<file path="config.mk">
export PLATFORM = sky130hd
export DESIGN_NAME = io_port_unit_flat
export DESIGN_NICKNAME = d
export VERILOG_FILES = /design/src/rtl/io_port_unit_pkg.sv /design/src/rtl/io_port_unit_if.sv /design/src/rtl/io_port_unit_btn_debounce.sv /design/src/rtl/io_port_unit.sv /design/src/flat_wrapper.sv
export SDC_FILE = /design/constraint.sdc
export NUM_CORES = 1
export LEC_CHECK = 0
export BUFFER_PORTS_ARGS = -buffer_cell sky130_fd_sc_hd__clkbuf_2
export CAP_MARGIN = 20
export CORE_MARGIN = 8
export CORE_UTILIZATION = 38
export DETAILED_ROUTE_END_ITERATION = 12
export GPL_TIMING_DRIVEN = 0
export PLACE_DENSITY_LB_ADDON = 0.2
export SETUP_SLACK_MARGIN = 0.02
export SLEW_MARGIN = 30
export SYNTH_ARGS = -nofsm -noshare
export SYNTH_HDL_FRONTEND = slang
export SYNTH_SLANG_ARGS = --single-unit
</file>
<file path="constraint.sdc">
create_clock -name clk -period 3.1 [get_ports clk]
set_input_delay 0.62 -clock clk [delete_from_list [all_inputs] [get_ports clk]]
set_output_delay 0.62 -clock clk [all_outputs]
set_load 0.05 [all_outputs]
</file>
<file path="src/rtl/io_port_unit_pkg.sv">
// Shared definitions for the IO port unit: FSM state encoding and default widths.
package io_port_unit_pkg;

    // Width of the register bus feeding the CPU data path.
    localparam int REG_DW = 32;

    // Default debounce hold time in cycles; roughly 10 ms at 100 MHz.
    localparam int DB_CNT_DEFAULT = 1000000;

    // IN-instruction handshake states.
    typedef enum logic [1:0] {
        IDLE       = 2'd0,
        WAIT_PRESS = 2'd1,
        ACK        = 2'd2
    } io_state_t;

endpackage

</file>
<file path="src/rtl/io_port_unit_if.sv">
// CPU-side IO bus: read/write qualifiers, data in both directions and the IN-complete pulse.
interface io_port_unit_if
    import io_port_unit_pkg::*;
#(
    parameter int DW = REG_DW
);
    logic          io_re_i;
    logic          io_we_i;
    logic [DW-1:0] cpu_data_i;
    logic [DW-1:0] cpu_data_o;
    logic          enter_o;

    // Core side drives the qualifiers and write data.
    modport master (
        output io_re_i,
        output io_we_i,
        output cpu_data_i,
        input  cpu_data_o,
        input  enter_o
    );

    // Peripheral side answers with read data and the completion pulse.
    modport slave (
        input  io_re_i,
        input  io_we_i,
        input  cpu_data_i,
        output cpu_data_o,
        output enter_o
    );
endinterface

</file>
<file path="src/rtl/io_port_unit_btn_debounce.sv">
// Button front end: 2-flop synchronizer, hold-time debouncer and rising-edge detector.
module btn_debounce
    import io_port_unit_pkg::*;
#(
    parameter int DB_CNT = DB_CNT_DEFAULT,
    parameter int DB_W   = 20
) (
    input  logic clk,
    input  logic rst,
    input  logic btn,
    output logic level,
    output logic press
);
    logic            sync1;
    logic            sync2;
    logic            level_q;
    logic [DB_W-1:0] cnt;

    // Synchronize the raw button into the clock domain.
    always_ff @(posedge clk or negedge rst) begin
        if (!rst) begin
            sync1 <= 1'b0;
            sync2 <= 1'b0;
        end else begin
            sync1 <= btn;
            sync2 <= sync1;
        end
    end

    // Accept a new level only after it has differed for DB_CNT consecutive cycles.
    always_ff @(posedge clk or negedge rst) begin
        if (!rst) begin
            cnt     <= '0;
            level   <= 1'b0;
            level_q <= 1'b0;
        end else begin
            level_q <= level;
            if (sync2 == level) begin
                cnt <= '0;
            end else if (cnt == DB_W'(DB_CNT - 1)) begin
                level <= sync2;
                cnt   <= '0;
            end else begin
                cnt <= cnt + 1'b1;
            end
        end
    end

    assign press = level & ~level_q;

endmodule

</file>
<file path="src/rtl/io_port_unit.sv">
// IO port responder: OUT latches write data onto the LEDs, IN waits for a debounced
// press, captures the switches and pulses enter_o to release the core's stall.
module io_port_unit
    import io_port_unit_pkg::*;
#(
    parameter int DW       = REG_DW,
    parameter int SW_W     = 16,
    parameter int SIGN_EXT = 0,
    parameter int DB_CNT   = DB_CNT_DEFAULT,
    parameter int DB_W     = 20
) (
    input  logic                clk,
    input  logic                rst,
    io_port_unit_if.slave       cpu,
    input  logic                btn_i,
    input  logic [SW_W-1:0]     sw_i,
    output logic [DW-1:0]       led_o,
    output logic                wait_o
);
    io_state_t     state;
    io_state_t     state_nxt;
    logic          press;
    logic          btn_level;
    logic          capture;
    logic [DW-1:0] sw_ext;

    btn_debounce #(
        .DB_CNT (DB_CNT),
        .DB_W   (DB_W)
    ) u_btn (
        .clk   (clk),
        .rst   (rst),
        .btn   (btn_i),
        .level (btn_level),
        .press (press)
    );

    // Widen the switch bank to the data width, filling from the MSB or with zeros.
    always_comb begin
        sw_ext             = (SIGN_EXT != 0 && sw_i[SW_W-1]) ? '1 : '0;
        sw_ext[SW_W-1:0]   = sw_i;
    end

    // State register.
    always_ff @(posedge clk or negedge rst) begin
        if (!rst) state <= IDLE;
        else      state <= state_nxt;
    end

    // Next state; a press outranks a dropped io_re_i while waiting.
    always_comb begin
        state_nxt = state;
        capture   = 1'b0;
        unique case (state)
            IDLE:       if (cpu.io_re_i) state_nxt = WAIT_PRESS;
            WAIT_PRESS: begin
                if (press) begin
                    capture   = 1'b1;
                    state_nxt = ACK;
                end else if (!cpu.io_re_i) begin
                    state_nxt = IDLE;
                end
            end
            ACK:        state_nxt = IDLE;
            default:    state_nxt = IDLE;
        endcase
    end

    // Read capture register holds the last switch sample until the next IN completes.
    always_ff @(posedge clk or negedge rst) begin
        if (!rst)         cpu.cpu_data_o <= '0;
        else if (capture) cpu.cpu_data_o <= sw_ext;
    end

    // LED register written by OUT regardless of the IN handshake.
    always_ff @(posedge clk or negedge rst) begin
        if (!rst)              led_o <= '0;
        else if (cpu.io_we_i)  led_o <= cpu.cpu_data_i;
    end

    assign cpu.enter_o = (state == ACK);
    assign wait_o      = (state == WAIT_PRESS);

endmodule

</file>
<file path="src/flat_wrapper.sv">
// flat-port wrapper written by rule: the top's interface ports become plain ports
module io_port_unit_flat import io_port_unit_pkg::*;
#(
    parameter int DW       = REG_DW,
    parameter int SW_W     = 16,
    parameter int SIGN_EXT = 0,
    parameter int DB_CNT   = DB_CNT_DEFAULT,
    parameter int DB_W     = 20
)
  (clk, rst, btn_i, sw_i, led_o, wait_o, cpu_io_re_i, cpu_io_we_i, cpu_cpu_data_i, cpu_cpu_data_o, cpu_enter_o);
  io_port_unit_if #(.DW(DW)) cpu_i ();
  input  logic clk;
  input  logic rst;
  input  logic btn_i;
  input  logic [SW_W-1:0] sw_i;
  output logic [DW-1:0] led_o;
  output logic wait_o;
  input wire logic [$bits(cpu_i.io_re_i)-1:0] cpu_io_re_i;
  input wire logic [$bits(cpu_i.io_we_i)-1:0] cpu_io_we_i;
  input wire logic [$bits(cpu_i.cpu_data_i)-1:0] cpu_cpu_data_i;
  output wire logic [$bits(cpu_i.cpu_data_o)-1:0] cpu_cpu_data_o;
  output wire logic [$bits(cpu_i.enter_o)-1:0] cpu_enter_o;
  assign cpu_i.io_re_i = cpu_io_re_i;
  assign cpu_i.io_we_i = cpu_io_we_i;
  assign cpu_i.cpu_data_i = cpu_cpu_data_i;
  assign cpu_cpu_data_o = cpu_i.cpu_data_o;
  assign cpu_enter_o = cpu_i.enter_o;
  io_port_unit #(.DW(DW), .SW_W(SW_W), .SIGN_EXT(SIGN_EXT), .DB_CNT(DB_CNT), .DB_W(DB_W)) u_core (.clk(clk), .rst(rst), .cpu(cpu_i), .btn_i(btn_i), .sw_i(sw_i), .led_o(led_o), .wait_o(wait_o));
endmodule
</file>
# Yosys cells after proc, flatten, opt, wreduce, memory -nomap -nowiden
# Cells that the tools add are included.
# word_totals
reg_bits,74
inputBits,53
wordCells,29
# classes
n_addsub,1
eq_ne,6
n_mux,8
bitwise_logic,3
reduce_logical,3
# ops
op,count
2-to-1 mux 20 bit,2
adder 20 x 1 -> 20 bit (second input constant),1
equality test 20 bit (second input constant),1
2-to-1 mux 2 bit,3
one-hot mux 2 bit (2 select lines),1
AND reduction 2 bit,2
!= test 3 x 2 -> 1 bit (second input constant),1
equality test 2 x 1 -> 1 bit (second input constant),1
equality test 2 bit (second input constant),1
logical NOT 2 bit,1
2-to-1 mux 1 bit,2
!= test 2 bit (second input constant),1
inverter 1 bit,2
bitwise AND 1 bit,1
equality test 1 bit,1

# Logic depth before layout (Yosys ltp)
# logic_depth
ltp_word,4
ltp_mapped,6
depth_no_buf,5

# By module
# From an unflattened synthesis, not the netlist that was laid out.
# unflattened
hier_cells,236
hier_area_um2,3181.8
# by_module_without_submodules
mod,n_inst,cells_per_inst,area_per_inst_um2,seq_area_each_um2
io_port_unit,1,126,2035.7,1251.2
btn_debounce,1,110,1146.1,600.6

# Worst setup path before layout
# Ideal clock, no wire load.
# synth_timing
path_type,register -> output
startpoint,reg u_core.state[1]
endpoint,out cpu_enter_o
arrival_ps,1098
t_required_ps,2480
slack_ps,1382
path_stages_with_launch,2
path_buffers,0
path_cell_list,dfrtp_1 > nor2b_1
# synth_via
elab_chain_len,1
# synth_lines
element,line,rtl
start: declaration,io_port_unit.sv:20,io_state_t state;
start signal: assignment,io_port_unit.sv:47,else state <= state_nxt;
equality test 2 bit,io_port_unit.sv:81,assign cpu.enter_o = (state == ACK);
end: declaration,flat_wrapper.sv:22,output wire logic [$bits(cpu_i.enter_o)-1:0] cpu_enter_o;
# Every way passes these cells.

# Worst setup path after layout
# layout_timing
startpoint,reg u_core.u_btn.cnt[0]
endpoint,reg u_core.u_btn.cnt[2]
# layout_via
elab_chain_len,3
word_cells_on_any_way,4
classes_between,add/sub (1); eq/ne (1); mux (2)
# layout_lines
element,line,rtl
start: declaration,io_port_unit_btn_debounce.sv:17,logic [DB_W-1:0] cnt;
start signal: assignment,io_port_unit_btn_debounce.sv:44,cnt <= cnt + 1'b1;
adder 20 x 1 -> 20 bit / equality test 20 bit (equally long branches),"io_port_unit_btn_debounce.sv:44, io_port_unit_btn_debounce.sv:40",
2-to-1 mux 20 bit *,io_port_unit_btn_debounce.sv:40,end else if (cnt == DB_W'(DB_CNT - 1)) begin
2-to-1 mux 20 bit *,io_port_unit_btn_debounce.sv:38,if (sync2 == level) begin
# Mark *: on every way between the ends. The rest lies on a longest branch, timed or not.
# A chain may end at the register's enable or synchronous reset.

==> results.tsv <==
metric	value	unit
status	complete, no violations	
final_util	0.496	
min_path_type	in -> async	
finalHoldViolations	0	
path_clk_slew	70	ps
syn_area_per_cell	13.0	um2
antenna_found_initial	0	
hpwl	5090	um
worstPathArrival	2040	ps
synthFlopType	dfrtp_1	
timing.critical_path.buf_inv	1	
die_h	107	um
wl_met1	2680	um
wl_met2	3130	um
period_needed	1810	ps
setup_violations	0	
ys_ff_latch	74	
synth_top_area_share	0.590	
cts_root_buf	clkbuf_8	
slew_violations	0	
cap_violations	0	
p_leak	2.02	nW
routabilityCongestion	0.756	
fmax	551	MHz
drtIter0Drc	75	
post_drt_via_cell_ratio	4.70	
numPortBuffers	101	
slowest_delay	370	ps
synth_commonest_cells	dfrtp_1 (74), mux2_2 (49), nor2_1 (18)	
post_cts_resized	0	
std_cell_rows	33	
setup_tns	0	ps
clock_skew	9.19	ps
postLayoutSetupSlackWorst	1290	ps
max_slew_margin	0.587	
grt_max_degree	75	
critical_path_class	reg -> reg	
rsz0062_at_grt	no	
drc_errors	0	
seq_power_share	0.482	
power.switching	0.657	mW
dpl_worst_slack	1270	ps
required	3320	ps
synth.area.top_cells	dfrtp_1 (59%), mux2_2 (18%), buf_4 (3.8%), xnor2_1 (3.1%), nor2_1 (2.2%)	
netlist.top_cell.by_area	dfrtp_1	
synth-warning-count	0	
critical_path.max_fanout	10	
wire_per_inst	14.1	um
worst_pin_slew	616	ps
nets	422	
cellPowerDensity	532	mW/mm2
cts_tree	done	
numCtsBuffers	9	
drt-total-wl	6760	um
cpLargestDelayFamily	simple AND/OR/NAND/NOR gates	
cp_slowest_cell	dfrtp_1	
cts_sinks	74	
total_power	2.15	mW
synthDistinctLibCells	33	
ir_drop	0.312	mV
clk_latency	340	ps
fin_crit_sh	0.585	
p_int	1.49	mW
grt_pass1_wl	11600	um
post_cts_buffers	0	
clock_power_share	0.342	
synth_edf_count	0	
grtUsageTotal	0.126	
yosysMostFrequentCell	dfrtp_1	
syn_inst	241	
crit_chain	ha_1 -> nand2_1 -> or2_2 -> o31ai_1 -> buf_2 -> nor2_1	
p_comb_frac	0.176	
antenna_left	0	
n_fill_cell	749	
grt_pass1_vias	2511	
dieArea	0.0114	mm2
wl_met3	873	um
cts_hold_buf	0	
die_w	107	um
firstDrtPassIters	4	
ios	119	
syn_area	0.00314	mm2
initial_core_util	0.386	
htreeDepth	3	
area_growth	28.6	%
core_area	0.00813	mm2
async_reset_ff_frac	1.00	
antennaDiodeCount	0	
vias	2247	
start_kind	flop	
top_layer	met4	
grt.overflow.total	0	
netSwitchingFraction	0.306	
yosysSeqAreaShare	0.590	
cts_buffer_depth	2	
end_kind	flop	
layout-drive-gt1-share	0.517	
==> metal layers <==
| layer | vias up | GRT usage |
|---|---|---|
| met3 | 8 | 0.0732 |
| met5 | - | 0 |
| met2 | 82 | 0.193 |
| met1 | 1095 | 0.142 |
| li1 | 1062 | - |
| met4 | 0 | 0.0513 |
==> power groups by stage <==
stage                     clock network, mW  registers [mW]  logic, mW
after floorplan                           0            1.20      0.121
after global placement                    0            1.05      0.379
after detailed placement                  0            1.06      0.383
after CTS                             0.761            1.04      0.384
after global routing                  0.803            1.04      0.402
final                                 0.734            1.04      0.378
==> worst register-to-register path: stages (launching register included) <==
cell	delay (ps)
dfrtp_1	370
ha_1	200
nand2_1	150
or2_2	360
o31ai_1	260
buf_2	270
nor2_1	80
==> logic make-up after synthesis <==
logic type | synth area share
other cells | 0.00119
simple gates | 0.113
buf+inv | 0.0554
fa+ha+maj | 0.00398
compound gates | 0.0247
xor+xnor | 0.0363
flops | 0.590
mux | 0.176
==> final timing paths <==
path / startpoint / end / slack, ps / depth (start not counted)
worst min register to register: u_core.u_btn.sync1$_DFF_PN0_ / u_core.u_btn.sync2$_DFF_PN0_ / 360 / 0
min in group clk: u_core.u_btn.sync1$_DFF_PN0_ / u_core.u_btn.sync2$_DFF_PN0_ / 360 / 0
max in group asynchronous: rst / u_core.u_btn.cnt[2]$_DFF_PN0_ / 2400 / 1
worst max register to register: u_core.u_btn.cnt[0]$_DFF_PN0_ / u_core.u_btn.cnt[2]$_DFF_PN0_ / 1290 / 6
worst max-delay path: u_core.u_btn.cnt[0]$_DFF_PN0_ / u_core.u_btn.cnt[2]$_DFF_PN0_ / 1290 / 6
worst min-delay path: rst / u_core.u_btn.cnt[4]$_DFF_PN0_ / 280 / 1
==> metrics by stage <==
stage / area [um2] / hold slack (ps) / std cells
global route: 4040 / 329 / 478
floorplan: 3200 / 324 / 256
finish: 4040 / 283 / 478
detailed placement: 3840 / 344 / 462
CTS: 4040 / 307 / 478
global placement: 3830 / 341 / 462
==> state kept, by name, indices dropped and copies added (netlist names) <==
| register | flops |
|---|---|
| u_core.u_btn.cnt | 20 |
| u_core.led_o | 32 |
| u_core.u_btn.sync2 | 1 |
| u_core.cpu.cpu_data_o | 16 |
| u_core.u_btn.level_q | 1 |
| u_core.u_btn.level | 1 |
| u_core.u_btn.sync1 | 1 |
| u_core.state | 2 |
==> final cells by class <==
| type | count | area [um2] | share of cell area |
|---|---|---|---|
| flip-flops and latches | 74 | 1850 | 0.459 |
| multi-input cells | 153 | 1170 | 0.290 |
| repair buffers | 101 | 514 | 0.127 |
| plain buffers | 24 | 155 | 0.0384 |
| well taps | 105 | 131 | 0.0325 |
| clock buffers | 10 | 128 | 0.0316 |
| clock inverters | 6 | 67.6 | 0.0167 |
| inverters | 5 | 18.8 | 0.00465 |
==> cells in the final DEF (no fill, tap or decap), drive strengths merged <==
cell type | Yosys | layout
or4b | 1 | 1
clkbuf | 1 | 112
nand3b | 3 | 3
clkinvlp | 0 | 2
dfrtp | 74 | 74
ha | 1 | 1
or4 | 1 | 1
nor2b | 3 | 3
nor3b | 1 | 1
nor3 | 5 | 5
buf | 23 | 23
xor2 | 2 | 2
a31o | 2 | 2
nor4 | 5 | 5
o31ai | 2 | 2
bufinv | 0 | 1
and3 | 4 | 4
nand3 | 5 | 5
o21ai | 3 | 3
clkinv | 0 | 3
a21oi | 6 | 6
nand4 | 6 | 6
xnor2 | 11 | 11
mux2 | 49 | 49
nor2 | 18 | 18
inv | 5 | 5
or2 | 1 | 1
nand2 | 8 | 8
conb | 1 | 16
Note: power is estimated with default switching activity, not from simulation.
